<file path="config.mk">
export PLATFORM = sky130hd
export DESIGN_NAME = serv_rf_ram_bridge
export DESIGN_NICKNAME = d
export VERILOG_FILES = /design/src/rtl/serv_rf_ram_bridge_pkg.sv /design/src/rtl/serv_rf_ram_bridge_wr.sv /design/src/rtl/serv_rf_ram_bridge.sv
export SDC_FILE = /design/constraint.sdc
export NUM_CORES = 1
export LEC_CHECK = 0
export BUFFER_PORTS_ARGS = -buffer_cell sky130_fd_sc_hd__buf_2
export CAP_MARGIN = 5
export CORE_MARGIN = 2
export CORE_UTILIZATION = 38
export CTS_BUF_LIST = sky130_fd_sc_hd__clkbuf_16
export CTS_CLUSTER_SIZE = 10
export DETAILED_ROUTE_END_ITERATION = 8
export PLACE_DENSITY = 0.59
export SYNTH_ARGS = -nofsm -noshare
export SYNTH_HDL_FRONTEND = slang
export SYNTH_HIERARCHICAL = 1
export SYNTH_SLANG_ARGS = --single-unit
</file>
<file path="constraint.sdc">
create_clock -name clk -period 5.6 [get_ports clk]
set_clock_uncertainty 0.2 [all_clocks]
set_input_delay 0.28 -clock clk [delete_from_list [all_inputs] [get_ports clk]]
set_output_delay 0.28 -clock clk [all_outputs]
set_load 0.01 [all_outputs]
</file>
<file path="src/rtl/serv_rf_ram_bridge_pkg.sv">
// Shared types and counter landmarks for the serial register-file RAM bridge.
package serv_rf_ram_bridge_pkg;

   typedef enum logic {
      R_IDLE = 1'b0,
      R_RUN  = 1'b1
   } rstate_t;

   localparam logic [5:0] RCNT_READY = 6'd2;
   localparam logic [5:0] RCNT_LAST  = 6'd34;

endpackage

</file>
<file path="src/rtl/serv_rf_ram_bridge_wr.sv">
// Write-side deserialiser: gathers the two serial write ports into W-bit RAM words.
module serv_rf_ram_bridge_wr #(
   parameter int W   = 8,
   parameter int RW  = 6,
   parameter int AW  = 8,
   parameter int L2W = 3
) (
   input  logic          clk,
   input  logic          i_rst,
   input  logic          i_wreq,
   input  logic [RW-1:0] i_wreg0,
   input  logic [RW-1:0] i_wreg1,
   input  logic          i_wen0,
   input  logic          i_wen1,
   input  logic          i_wdata0,
   input  logic          i_wdata1,
   output logic [AW-1:0] o_waddr,
   output logic [W-1:0]  o_wdata,
   output logic          o_wen
);

   logic [4:0]    wcnt;
   logic [W-2:0]  wsr0;
   logic [W-2:0]  wsr1;
   logic          any_wen;
   logic          word_done;
   logic          pend_vld_p1;
   logic [AW-1:0] pend_addr_p1;
   logic [W-1:0]  pend_data_p1;

   assign any_wen   = i_wen0 | i_wen1;
   assign word_done = any_wen & (&wcnt[L2W-1:0]);

   always_ff @(posedge clk) begin
      if (i_rst) begin
         wcnt        <= '0;
         pend_vld_p1 <= 1'b0;
      end else begin
         if (i_wreq)
            wcnt <= '0;
         else if (any_wen)
            wcnt <= wcnt + 5'd1;
         pend_vld_p1 <= word_done & i_wen1;
      end
   end

   // Stage p1: the port-1 word is parked one cycle so it never competes with port 0
   always_ff @(posedge clk) begin
      if (i_wen0)
         wsr0 <= {i_wdata0, wsr0[W-2:1]};
      if (i_wen1)
         wsr1 <= {i_wdata1, wsr1[W-2:1]};
      if (word_done && i_wen1) begin
         pend_addr_p1 <= AW'({i_wreg1, wcnt} >> L2W);
         pend_data_p1 <= {i_wdata1, wsr1};
      end
   end

   always_comb begin
      o_wen   = 1'b0;
      o_waddr = '0;
      o_wdata = '0;
      if (!i_rst) begin
         if (word_done && i_wen0) begin
            o_wen   = 1'b1;
            o_waddr = AW'({i_wreg0, wcnt} >> L2W);
            o_wdata = {i_wdata0, wsr0};
         end else if (pend_vld_p1) begin
            o_wen   = 1'b1;
            o_waddr = pend_addr_p1;
            o_wdata = pend_data_p1;
         end
      end
   end

endmodule

</file>
<file path="src/rtl/serv_rf_ram_bridge.sv">
// Bridges the core's bit-serial register file ports to a W-bit dual-port RAM
// with a registered read; read streams are serialised here, writes in _wr.
module serv_rf_ram_bridge
   import serv_rf_ram_bridge_pkg::*;
#(
   parameter int W        = 8,
   parameter int WITH_CSR = 1,
   localparam int L2W     = $clog2(W),
   localparam int RW      = 5 + WITH_CSR,
   localparam int DEPTH   = (32 + 4*WITH_CSR)*32/W,
   localparam int AW      = $clog2(DEPTH)
) (
   input  logic          clk,
   input  logic          i_rst,
   input  logic          i_rreq,
   input  logic          i_wreq,
   output logic          o_ready,
   input  logic [RW-1:0] i_rreg0,
   input  logic [RW-1:0] i_rreg1,
   output logic          o_rdata0,
   output logic          o_rdata1,
   input  logic [RW-1:0] i_wreg0,
   input  logic [RW-1:0] i_wreg1,
   input  logic          i_wen0,
   input  logic          i_wen1,
   input  logic          i_wdata0,
   input  logic          i_wdata1,
   output logic [AW-1:0] o_waddr,
   output logic [W-1:0]  o_wdata,
   output logic          o_wen,
   output logic [AW-1:0] o_raddr,
   input  logic [W-1:0]  i_rdata
);

   localparam logic [L2W-1:0] LO_ONE = L2W'(1);
   localparam logic [L2W-1:0] LO_TWO = L2W'(2);

   rstate_t      rstate;
   rstate_t      rstate_nxt;
   logic [5:0]   rcnt;
   logic [5:0]   rcnt_nxt;
   logic         run;
   logic         issue;
   logic         wreq_p1;
   logic [W-1:0] hold;
   logic [W-1:0] sr0;
   logic [W-1:0] sr1;

   assign run   = (rstate == R_RUN);
   assign issue = run & ~rcnt[5];

   always_ff @(posedge clk) begin
      if (i_rst) begin
         rstate  <= R_IDLE;
         rcnt    <= '0;
         wreq_p1 <= 1'b0;
      end else begin
         rstate  <= rstate_nxt;
         rcnt    <= rcnt_nxt;
         wreq_p1 <= i_wreq;
      end
   end

   always_comb begin
      rstate_nxt = rstate;
      rcnt_nxt   = rcnt;
      if (rstate == R_RUN) begin
         rcnt_nxt = rcnt + 6'd1;
         if (rcnt == RCNT_LAST)
            rstate_nxt = R_IDLE;
      end
      if (i_rreq) begin
         rcnt_nxt   = '0;
         rstate_nxt = R_RUN;
      end
   end

   // rs1 word is fetched first and parked in hold so both shifters load together
   always_comb begin
      o_raddr = '0;
      if (issue && rcnt[L2W-1:0] == '0)
         o_raddr = AW'({i_rreg0, rcnt[4:0]} >> L2W);
      else if (issue && rcnt[L2W-1:0] == LO_ONE)
         o_raddr = AW'({i_rreg1, rcnt[4:0]} >> L2W);
   end

   always_ff @(posedge clk) begin
      if (issue && rcnt[L2W-1:0] == LO_ONE)
         hold <= i_rdata;
   end

   // Stage p1: shifters present bit k at rcnt==3+k; x0 reads load zero
   always_ff @(posedge clk) begin
      if (i_rst) begin
         sr0 <= '0;
         sr1 <= '0;
      end else if (issue && rcnt[L2W-1:0] == LO_TWO) begin
         sr0 <= (i_rreg0 == '0) ? '0 : hold;
         sr1 <= (i_rreg1 == '0) ? '0 : i_rdata;
      end else begin
         sr0 <= sr0 >> 1;
         sr1 <= sr1 >> 1;
      end
   end

   assign o_rdata0 = sr0[0];
   assign o_rdata1 = sr1[0];
   assign o_ready  = (run && rcnt == RCNT_READY) || (wreq_p1 && !run);

   serv_rf_ram_bridge_wr #(
      .W   (W),
      .RW  (RW),
      .AW  (AW),
      .L2W (L2W)
   ) u_wr (
      .clk      (clk),
      .i_rst    (i_rst),
      .i_wreq   (i_wreq),
      .i_wreg0  (i_wreg0),
      .i_wreg1  (i_wreg1),
      .i_wen0   (i_wen0),
      .i_wen1   (i_wen1),
      .i_wdata0 (i_wdata0),
      .i_wdata1 (i_wdata1),
      .o_waddr  (o_waddr),
      .o_wdata  (o_wdata),
      .o_wen    (o_wen)
   );

endmodule
</file>
# Yosys cells after proc, flatten, opt, wreduce, memory -nomap -nowiden
# Cells that the tools add are included.
# W data, S select, Z words.
totals:
  romBits: 0
  regBits: 68
  ram_bits: 0
  elab_cells: 61
  latchBits: 0
  memories: 0
  out_inout_bits: 28
  inputBits: 40
op_classes:
  multipliers: 0
  n_div: 0
  n_mux: 18
  add_sub_neg: 2
  eq_ne: 4
  reduce_logical: 17
  shifts: 0
  bitwise: 6
  n_lt_le_gt_ge: 0
op_table:
  columns: ["operator", "n"]
  rows:
  - ["$mux W8", 8]
  - ["$mux W7", 4]
  - ["$logic_not A6 Y1", 2]
  - ["$logic_and A1 B1 Y1", 7]
  - ["$add A6 B1 Y6 const B", 1]
  - ["$eq A6 B2 Y1 const B", 1]
  - ["$eq A6 B6 Y1 const B", 1]
  - ["$mux W1", 6]
  - ["$reduce_or A3 Y1", 2]
  - ["$add A5 B1 Y5 const B", 1]
  - ["$reduce_or A2 Y1", 2]
  - ["$and A1 B1 Y1", 3]
  - ["$eq A3 B1 Y1 const B", 1]
  - ["$eq A3 B2 Y1 const B", 1]
  - ["$logic_not A3 Y1", 1]
  - ["$reduce_and A3 Y1", 1]
  - ["$not A1 Y1", 2]
  - ["$logic_not A1 Y1", 1]
  - ["$logic_or A1 B1 Y1", 1]
  - ["$or A1 B1 Y1", 1]

# Depth between registers and ports, before layout
logic_depth:
  ltp_word: 5
  ltp_mapped: 7
  mapped_depth_nobuf: 5

# Hierarchy
# Netlist, hierarchy kept.
by_module_without_submodules:
  columns: ["mod", "instances", "seq_area_each_um2", "area_each_um2", "cells_each"]
  rows:
  - ["serv_rf_ram_bridge_wr", 1, 1021.0, 1453.9, 115]
  - ["serv_rf_ram_bridge", 1, 720.7, 1368.8, 119]

# Least setup slack after synthesis
# OpenSTA, ideal clock, no wires.
synth_path:
  path_kind: "reg2reg"
  from: "register rstate"
  to: "register hold[0], enable pin"
  t_required_ps: 5030
  synth_period_minus_slack_ps: 1877
  slack_ps: 3723
  arrival_ps: 1307
  setup_ps: 370
  path_stages_with_launch: 5
  n_path_buf: 2
  path_cell_list: "dfxtp_1 > buf_6 > or3b_1 > buf_6 > nor2_1"
synth_between:
  elab_chain_len: 2
synth_lines:
  columns: ["item", "line_no", "source"]
  rows:
  - ["start: declaration", "serv_rf_ram_bridge.sv:38", "rstate_t rstate;"]
  - ["start signal: assignment", "serv_rf_ram_bridge.sv:58", "rstate <= rstate_nxt;"]
  - ["$and A1 B1 Y1", "serv_rf_ram_bridge.sv:50", "assign issue = run & ~rcnt[5];"]
  - ["$logic_and A1 B1 Y1", "serv_rf_ram_bridge.sv:88", "if (issue && rcnt[L2W-1:0] == LO_ONE)"]
  - ["end signal: assignment", "serv_rf_ram_bridge.sv:89", "hold <= i_rdata;"]
  - ["end: declaration", "serv_rf_ram_bridge.sv:45", "logic [W-1:0] hold;"]
# No other way between the ends.
# A chain may end at the register's enable or synchronous reset.

# Worst setup path in the final report
layout_path:
  from: "register u_wr.wcnt[0]"
  to: "output o_wdata[7]"
layout_between:
  elab_chain_len: 5
layout_lines:
  columns: ["item", "line_no", "source"]
  rows:
  - ["start: declaration", "serv_rf_ram_bridge_wr.sv:22", "logic [4:0] wcnt;"]
  - ["start signal: assignment", "serv_rf_ram_bridge_wr.sv:42", "wcnt <= wcnt + 5'd1;"]
  - ["$reduce_and A3 Y1", "serv_rf_ram_bridge_wr.sv:32", "assign word_done = any_wen & (&wcnt[L2W-1:0]);"]
  - ["$and A1 B1 Y1", "serv_rf_ram_bridge_wr.sv:32", null]
  - ["$logic_and A1 B1 Y1", "serv_rf_ram_bridge_wr.sv:64", "if (word_done && i_wen0) begin"]
  - ["$mux W8", "serv_rf_ram_bridge_wr.sv:64", null]
  - ["$mux W8", "serv_rf_ram_bridge_wr.sv:63", "if (!i_rst) begin"]
  - ["end: declaration", "serv_rf_ram_bridge.sv:29", "output logic [W-1:0] o_wdata,"]
# No other way between the ends.

==> results summary <==
The floorplan step defined a die boundary enclosing 8130 um2. For the pin with the worst max-slew slack, the measured transition is approximately 0.76 ns. The time the final worst path needs with I/O delays and setup came out at 2.47 ns. The count of buffers from port buffering came out at 67. The XOR/XNOR share of the synthesized area came out at 2.17%.

The power dissipated by switching net loads came out at 235 uW. Synthesis produced a netlist with a net count of 280. The type of the tightest min-delay check is primary input to register. The summed instance area of the synthesized netlist is around 2800 um2.

The final period utilization came out at between 40 and 50%. Averaged over all synthesized cells, the footprint is 12.1 um2. The share of synthesized cell area in full adder, half adder and majority cells is 2.66%. Before antenna repair, the detailed router went through 6 iterations. The proportion of synthesized area in mux cells is 0.355%.

The average detailed-routed wire length per instance is 12.9 um. The data arrival time of the critical path came out at 1.99 ns. The number of antenna violations at the first check in global routing is 0. The die extent in y came out at 90.2 um. The final worst hold slack is roughly 0.073 ns. Global routing used 14.0% of the available tracks.

The leakage power figure came out at 0.00143 uW. Counting instances in the post-synthesis netlist gives the leading cell types as 38 x edfxtp_1, 30 x dfxtp_1, 27 x nand2_1. The cell sitting at the root of the clock tree is a clkbuf_16. The number of nets still failing antenna checks after routing came out at 0. After clock tree synthesis, the clock-pin slew on the worst setup and hold paths is 0.05 ns. After synthesis, the largest family of logic cells by area is simple AND/OR/NAND/NOR gates. The count of boundary I/O pins is 68. The number of buffers created by CTS came out at 9. The number of flops mapped to enable cells by yosys came out at 38. Synthesis produced between 200 and 250 cells.

After synthesis, the share of flip-flops with an asynchronous set or reset is 0%. The share of synthesized area occupied by flip-flops and latches is around 62%. edfxtp_1 is the most common cell in the netlist.

The ratio of total power to cell area came out at 320 nW/um2. The clock insertion delay at the later pin of the skew report is 0.32 ns. The clock share of power came out at 48.2%. For this run, the leading register cell type out of synthesis is edfxtp_1. The pin count of the biggest net entering global routing is 26. The hold violation total from the final report came to 0. The row count is 31.

The flow ran to the end, and the final reports show no timing, DRC or antenna violations. The total overflow reported by the global router is 0. The max-capacitance violation count came out at 0. Summing the areas of all compound-gate instances in the mapped netlist gives between 10% and 20% of the synthesized area.

At the end of routability-driven placement, the weighted congestion stood at ~0.75. The post-detailed-route DRC marker count is 0. The number of register bits inferred by synthesis came out at 68. The fraction of power consumed by sequential logic came out at a little under half. The largest vdd supply drop is 0.000145 V. The relative area change from synthesis to final layout came out at 29.7%. The die is 90.2 um wide.

The count of warnings emitted by yosys came out at 6. Along the worst path, the maximum fanout reaches 16. The worst setup path is of the register to output port kind. The DRC violation total after the first TritonRoute iteration came out at 89. The number of buffers on the longest clock path is 2. Cells with a size suffix above 1 make up 29.0% of the layout.

The cell internal power dissipation is approximately 940 uW. The simple-gate area share of the yosys netlist came out at 16.4%. The worst path required time came out at 5.12 ns.

The synthesized design spends more area on one cell type than any other, namely edfxtp_1. The count of unique library cells instantiated by Yosys is 37. STA classifies the critical path startpoint as a register.

The total vias in the final route is ~2000. Yosys attributes the largest share of cell area to edfxtp_1 40%, dfxtp_1 21%, a22o_1 4.3%. The placeable core area came out at about 7200 um2. The number of max-slew violations in the final report is 0. The H-tree was split into 3 levels.

The upper clock frequency limit is 0.404 GHz. The placed wire-length estimate after detailed placement is 3510 um. The share of total power in combinational logic came out at 5.3%. The overall routed net length is 5410 um.

The worst relative slew slack came out at 49.3%. The setup TNS came out at 0 ns. The wire length of the first global-routing pass is 9050 um. The number of global-route vias before repair is approximately 2000. The effective utilization at floorplan came out at 39.1%.

The number of diodes added for antenna fixing is 0. Setup repair after global routing left no endpoint under its margin. The CTS tree is yes.

The final-stage net count came out at 362. The hold path startpoint is i_rreq. At the end of the flow the core is filled with cells to 50.7%. STA classifies the critical path endpoint as an output port. The via density per instance is between 4 and 5. Tracing the worst setup path back leads to its startpoint at u_wr/wcnt[0]. Net switching is between 20% and 30% of the power. The number of sinks driven by the clock tree is 68. In this run the critical register-to-register path is launched from rstate. The count of endpoints failing setup in the final report is 0. The area fraction of the dominant cell type after synthesis is 40.4%.
[layer usage]
metal / up-vias / global-route usage (%) / share of wire, %
li1: 1004 / - / -
met1: 926 / 18.3 / 49
met2: 69 / 21.4 / 43
met3: 8 / 4.78 / 6.3
met4: 0 / 5.38 / 1.6
met5: - / 0 / 0
[cell usage in the layout, fill, tap and decap left out, types with 2 or more instances in the layout]
cell type,netlist,final
a211oi_4,2,2
a21oi_1,24,24
a21oi_2,2,2
a22o_1,14,14
and2_1,6,6
buf_2,3,67
clkbuf_16,0,10
clkinv_2,0,2
clkinv_4,0,2
dfxtp_1,30,30
dlygate4sd3_1,0,17
edfxtp_1,38,38
ha_1,6,6
inv_1,4,4
nand2_1,27,27
nand2b_1,3,3
nand3_1,16,16
nand3b_1,6,6
nand4_1,2,2
nor2_1,15,15
nor2b_1,2,2
o2111ai_1,2,2
o21ai_0,3,3
or2_2,2,2
xor2_1,6,6
[final cells by class]
cell class	instances	area, um2
Sequential cell	68	1740
Clock inverter	6	61.3
Multi-Input combinational cell	149	963
Tap cell	99	124
Clock buffer	10	250
Fill cell	662	3550
Inverter	4	15.0
Timing Repair Buffer	84	505
[sequential cells by signal, summed over array words and instances, names as in the netlist]
| signal | cells |
|---|---|
| u_wr/pend_vld_p1 | 1 |
| rstate | 1 |
| sr1 | 8 |
| u_wr/wcnt | 5 |
| u_wr/pend_data_p1 | 8 |
| sr0 | 8 |
| u_wr/wsr0 | 7 |
| hold | 8 |
| u_wr/pend_addr_p1 | 8 |
| u_wr/wsr1 | 7 |
| rcnt | 6 |
| wreq_p1 | 1 |
[per-stage QoR]
step / worst slack (ns) / instances / power [uW] / instance area, um2
global placement: 3.45 / 387 / 607 / 3180
floorplan: 3.72 / 234 / 582 / 2820
finish: 3.13 / 420 / 1170 / 3660
CTS: 3.08 / 420 / 1190 / 3660
detailed placement: 3.40 / 387 / 608 / 3180
global route: 2.90 / 420 / 1220 / 3660
[critical path, stage by stage (launching register included)]
cell and delay, ns:
dfxtp_1 0.33, ha_1 0.21, ha_1 0.20, nand2_1 0.43, nand3_1 0.17, a21oi_1 0.19, buf_2 0.15
[power by group through the flow]
| stage | logic, uW | clock network, uW | registers (uW) |
|---|---|---|---|
| 6_report | 62.3 | 566 | 545 |
| 3_5_place_dp | 53.0 | 0 | 555 |
| 2_1_floorplan | 29.7 | 0 | 552 |
| 3_3_place_gp | 52.2 | 0 | 555 |
| 4_1_cts | 62.2 | 580 | 545 |
| 5_1_grt | 69.4 | 603 | 546 |
[logic make-up (layout without fill, tap and decap cells)]
logic type / Yosys count / in the layout
xor gates and xnor gates: 7 / 7
muxes: 1 / 1
AOI/OAI and AO/OA: 49 / 49
and+or+nand+nor: 86 / 86
adders and majority gates: 6 / 6
buffers and inverters: 17 / 104
DFF: 68 / 68
[final timing paths]
| check | to | slack (ns) | cells past startpoint |
|---|---|---|---|
| max reg2reg | hold[3] | 3.40 | 2 |
| max | o_wdata[7] | 3.13 | 6 |
| min reg2reg | u_wr/pend_data_p1[0] | 0.22 | 0 |
| min | rstate | 0.07 | 3 |
[repair_timing]
item                                    in CTS  in global routing
setup buffers                                0                  0
endpoints found under the hold margin       26                  0
gates resized for setup                      0                  0
endpoints found under the setup margin       0                  0
hold buffers                                17                  0
Power figures use the tool's default switching activity.
